$ cat src/rtl/tdm_demux_5bit_pkg.sv
// Shared definitions for the receive-side TDM demultiplexer.
// The word width matches the transmit-side 2:1 word mux.
package tdm_demux_5bit_pkg;

  localparam int WIDTH = 5;

  typedef enum logic [1:0] {
    ST_HUNT  = 2'd0,
    ST_WAIT1 = 2'd1,
    ST_WAIT0 = 2'd2
  } state_e;

  // Only WAIT1 leads to slot 1 being the next expected word.
  function automatic logic expects_slot1(input state_e st);
    return (st == ST_WAIT1);
  endfunction

endpackage

$ cat src/rtl/tdm_demux_5bit_reg_en.sv
// WIDTH-bit enable register, asynchronously cleared to zero.
module reg_en_5bit #(
  parameter int WIDTH = 5
) (
  input  logic             clk,
  input  logic             rst_n,
  input  logic             en_i,
  input  logic [WIDTH-1:0] d_i,
  output logic [WIDTH-1:0] q_o
);

  logic [WIDTH-1:0] data_q;

  // Load on enable, otherwise hold.
  always_ff @(posedge clk or negedge rst_n) begin
    if (!rst_n) begin
      data_q <= '0;
    end else if (en_i) begin
      data_q <= d_i;
    end else begin
      data_q <= data_q;
    end
  end

  assign q_o = data_q;

endmodule

$ cat src/rtl/tdm_demux_5bit.sv
// Two-channel TDM receiver: locks to sync, rebuilds channel pairs,
// and reports framing violations with a saturating counter.
module tdm_demux_5bit #(
  parameter int WIDTH = tdm_demux_5bit_pkg::WIDTH,
  parameter int ERR_W = 4
) (
  input  logic             clk,
  input  logic             rst_n,
  input  logic [WIDTH-1:0] in,
  input  logic             in_valid,
  input  logic             sync,
  output logic [WIDTH-1:0] out0,
  output logic [WIDTH-1:0] out1,
  output logic             out_valid,
  output logic             s0,
  output logic             locked,
  output logic             sync_err,
  output logic [ERR_W-1:0] err_cnt
);

  import tdm_demux_5bit_pkg::*;

  localparam logic [ERR_W-1:0] ErrMax = {ERR_W{1'b1}};

  state_e           state_q, state_d;
  logic             out_valid_q, out_valid_d;
  logic             sync_err_q, sync_err_d;
  logic             s0_q, locked_q;
  logic [ERR_W-1:0] err_cnt_q, err_cnt_d;
  logic             hold_en_s, pair_en_s;
  logic [WIDTH-1:0] hold0_s;

  // Next-state, pulse and register-enable decode for one accepted word.
  always_comb begin
    state_d     = state_q;
    out_valid_d = 1'b0;
    sync_err_d  = 1'b0;
    hold_en_s   = 1'b0;
    pair_en_s   = 1'b0;
    if (in_valid) begin
      case (state_q)
        ST_HUNT: begin
          if (sync) begin
            hold_en_s = 1'b1;
            state_d   = ST_WAIT1;
          end else begin
            state_d   = ST_HUNT;
          end
        end
        ST_WAIT1: begin
          if (sync) begin
            // Slot 1 missing: the new slot-0 word restarts the frame.
            sync_err_d = 1'b1;
            hold_en_s  = 1'b1;
            state_d    = ST_WAIT1;
          end else begin
            pair_en_s   = 1'b1;
            out_valid_d = 1'b1;
            state_d     = ST_WAIT0;
          end
        end
        ST_WAIT0: begin
          if (sync) begin
            hold_en_s = 1'b1;
            state_d   = ST_WAIT1;
          end else begin
            sync_err_d = 1'b1;
            state_d    = ST_HUNT;
          end
        end
        default: begin
          state_d = ST_HUNT;
        end
      endcase
    end else begin
      state_d = state_q;
    end
  end

  // Saturating framing-error count.
  always_comb begin
    err_cnt_d = err_cnt_q;
    if (sync_err_d && (err_cnt_q != ErrMax)) begin
      err_cnt_d = err_cnt_q + {{(ERR_W-1){1'b0}}, 1'b1};
    end else begin
      err_cnt_d = err_cnt_q;
    end
  end

  // FSM state and registered status outputs.
  always_ff @(posedge clk or negedge rst_n) begin
    if (!rst_n) begin
      state_q     <= ST_HUNT;
      out_valid_q <= 1'b0;
      sync_err_q  <= 1'b0;
      s0_q        <= 1'b0;
      locked_q    <= 1'b0;
      err_cnt_q   <= {ERR_W{1'b0}};
    end else begin
      state_q     <= state_d;
      out_valid_q <= out_valid_d;
      sync_err_q  <= sync_err_d;
      s0_q        <= expects_slot1(state_d);
      locked_q    <= (state_d == ST_WAIT1) || (state_d == ST_WAIT0);
      err_cnt_q   <= err_cnt_d;
    end
  end

  reg_en_5bit #(.WIDTH(WIDTH)) u_hold0 (
    .clk  (clk),
    .rst_n(rst_n),
    .en_i (hold_en_s),
    .d_i  (in),
    .q_o  (hold0_s)
  );

  reg_en_5bit #(.WIDTH(WIDTH)) u_out0 (
    .clk  (clk),
    .rst_n(rst_n),
    .en_i (pair_en_s),
    .d_i  (hold0_s),
    .q_o  (out0)
  );

  reg_en_5bit #(.WIDTH(WIDTH)) u_out1 (
    .clk  (clk),
    .rst_n(rst_n),
    .en_i (pair_en_s),
    .d_i  (in),
    .q_o  (out1)
  );

  assign out_valid = out_valid_q;
  assign sync_err  = sync_err_q;
  assign s0        = s0_q;
  assign locked    = locked_q;
  assign err_cnt   = err_cnt_q;

endmodule
$ cat config.mk
export PLATFORM = sky130hd
export DESIGN_NAME = tdm_demux_5bit
export DESIGN_NICKNAME = d
export VERILOG_FILES = /design/src/rtl/tdm_demux_5bit_pkg.sv /design/src/rtl/tdm_demux_5bit_reg_en.sv /design/src/rtl/tdm_demux_5bit.sv
export SDC_FILE = /design/constraint.sdc
export NUM_CORES = 1
export LEC_CHECK = 0
export ABC_AREA = 1
export CAP_MARGIN = 15
export CORE_MARGIN = 1.5
export CORE_UTILIZATION = 50
export CTS_CLUSTER_DIAMETER = 30
export CTS_CLUSTER_SIZE = 30
export DETAILED_ROUTE_END_ITERATION = 16
export PLACE_DENSITY = 0.9
export SYNTH_ARGS = -nofsm -noshare
export SYNTH_HDL_FRONTEND = slang
export SYNTH_HIERARCHICAL = 1
export SYNTH_SLANG_ARGS = --single-unit
$ cat constraint.sdc
create_clock -name clk -period 2.1 [get_ports clk]
set_input_delay 0.63 -clock clk [delete_from_list [all_inputs] [get_ports clk]]
set_output_delay 0.63 -clock clk [all_outputs]
set_load 0.005 [all_outputs]
==> results_dict.tcl <==
set metrics [dict create \
    clkPwrFrac_pct 15.2 \
    synth-seq-cells 25 \
    crit_chain "clkdlybuf4s50_1" \
    nFillCells 155 \
    wl_per_cell_um 11.11 \
    netlist_instances 117 \
    p_comb_share_pct 32.0 \
    io_pins 27 \
    fin_crit_ns 1.956 \
    report.power.total_uw 1322 \
    status "complete, no violations" \
    nets 162 \
    worst_pin_slew_ns 0.3061 \
    syn_nets 128 \
    yosysWarnings 6 \
    p_leak_uw 0.0007226 \
    ant_nets 0 \
    power.share.switching_pct 30.15 \
    fmaxAchievable_mhz 511.2 \
    min_path_type "register to register" \
    cts_buffers 3 \
    powerDensity_nw_per_um2 951.9 \
    initial_core_util_pct 53.32 \
    wl_um 1967 \
    peakVddDrop_mv 0.5295 \
    slowest_delay_ns 0.54 \
    core_um2 1962 \
    post-place-ws_ns 0.1025 \
    dr.pass1.iters 4 \
    crit_buf_inv 1 \
    critical_path.max_fanout 6 \
    cp.required_ns 1.47 \
    drv_cap 0 \
    dieArea_um2 2376 \
    cts_tree "yes" \
    netlist_area_um2 1046 \
    clock_sinks 25 \
    first_iter_violations 17 \
    ctsHoldBuffers 0 \
    die_w_um 48.74 \
    syn_to_final_growth_pct 32.77 \
    grt_pass1_vias 802 \
    h-tree-depth 1 \
    clkTransAtPathRegs_ns 0.12 \
    start_kind "register" \
    antenna_found_initial 0 \
    grt_pass1_wl_um 3367 \
    clockBufferDepth 2 \
    arrival_ns 1.33 \
    dpl.hpwl_um 1539 \
    grt_max_degree 26 \
    grt.total_usage_pct 18.21 \
    power.switching_uw 398.6 \
    p_int_uw 923.4 \
    viasPerCell 4.746 \
    crit_type "register to primary output" \
    drc_errors 0 \
    rsz0062_at_grt "false" \
    clk-insertion-delay-late_ns 0.30 \
    clock_skew_ns 0.001002 \
    post_cts_buffers 0 \
    vias 840 \
    cpMaxStageDelayCell "clkdlybuf4s50_1" \
    avgSynthCellArea_um2 8.940 \
    gr-total-overflow 0 \
    yosysUniqueCellTypes 16 \
    root_buffer "clkbuf_4" \
    seq_area_frac_synth_pct 59.81 \
    port_buffers 26 \
    die_h_um 48.74 \
    slew_headroom_pct 79.59 \
    timing.final.crit_share_pct 93.15 \
    place.gp.congestion 0.8546 \
    setup_violations 0 \
    setup_slack_ns 0.1439 \
    diodes 0 \
    final_max_slew_viol_count 0 \
    fin_util_pct 70.79 \
    cts_resized 0 \
    timing.setup.tns_ns 0 \
    multiInputGateArea_um2 367.9 \
    cp-end-kind "primary output" \
    rows 16 \
    drive_gt1_share_pct 14.00 \
    regArea_um2 625.6 \
    cp_top_family "buffers and inverters" \
    p_seq_share_pct 52.8 \
    hold_viol_final 0 \
]
-- routing by layer --
layer / global-route usage (%) / vias to the layer above / part of all wire (%)
met5: 0 / - / 0
met4: 8.095 / 0 / 1.6
met3: 1.852 / 4 / 2.0
met2: 32.42 / 19 / 53
met1: 22.29 / 399 / 43
li1: - / 418 / -
-- synth_stat cells --
master | count | area [um2]
nand2_1 | 58 | 217.7
nand2_4 | 2 | 22.52
inv_2 | 7 | 26.28
nand2_2 | 1 | 6.260
o22ai_1 | 1 | 6.260
nand3_2 | 1 | 10.01
nand3_1 | 5 | 25.02
a21oi_2 | 1 | 8.760
inv_1 | 7 | 26.28
nand4_1 | 1 | 6.260
xor2_1 | 1 | 8.760
ha_1 | 2 | 25.02
nor2_1 | 2 | 7.510
nor2_2 | 2 | 12.51
nor2_4 | 1 | 11.26
dfrtp_1 | 25 | 625.6
-- logic make-up (layout without fill, tap and decap cells) --
logic type,count (synthesis),count (layout),share of synthesized area (%)
AND/OR/NAND/NOR,73,73,30.50
buffers and inverters,14,47,5.025
AO/OA/AOI/OAI,2,2,1.436
flip-flops,25,25,59.81
adder cells (fa/ha/maj),2,2,2.392
XOR/XNOR,1,1,0.8375
-- cell type report --
type	count	area share, %
Sequential cell	25	45.05
Multi-Input combinational cell	78	26.49
Timing Repair Buffer	29	20.36
Inverter	14	3.784
Tap cell	27	2.432
Clock buffer	4	1.892
-- layout by cell type (no fill, tap or decap), drive strengths merged, types with 2 or more instances in the layout --
cell           count
clkbuf             4
nand3              6
ha                 2
nand2             61
clkdlybuf4s50     26
dfrtp             25
inv               14
nor2               5
buf                3
-- state kept, by name, summed over array words and instances (netlist names) --
| signal | count |
|---|---|
| u_out0/q_o | 5 |
| s0 | 1 |
| state_q | 2 |
| out_valid | 1 |
| err_cnt | 4 |
| locked | 1 |
| u_hold0/q_o | 5 |
| sync_err | 1 |
| u_out1/q_o | 5 |
-- final timing paths --
| kind | start | endpoint | slack [ns] | cells past startpoint |
|---|---|---|---|---|
| max | err_cnt[2] | err_cnt[2] | 0.14 | 1 |
| min | u_out0/q_o[0] | u_out0/q_o[0] | 0.49 | 2 |
| max reg2reg | state_q[1] | u_out1/q_o[4] | 0.80 | 7 |
| min reg2reg | u_out0/q_o[0] | u_out0/q_o[0] | 0.49 | 2 |
| max in group asynchronous | rst_n | locked | 1.19 | 2 |
| min in group asynchronous | rst_n | out_valid | 0.68 | 2 |
-- per-stage QoR --
stage	hold WS [ns]	std cells	cell area, um2
floorplan	0.3344	117	1046
global placement	0.4533	173	1363
detailed placement	0.4588	173	1363
CTS	0.4888	177	1389
global route	0.5091	177	1389
finish	0.4850	177	1389
-- power groups by stage --
| stage | combinational [uW] | clock [uW] | sequential, uW |
|---|---|---|---|
| after global placement | 411 | 0 | 697 |
| final | 424 | 201 | 698 |
| after floorplan | 157 | 0 | 701 |
| after detailed placement | 427 | 0 | 708 |
| after global routing | 474 | 229 | 717 |
| after CTS | 428 | 207 | 698 |
(Power assumes the default switching activity.)
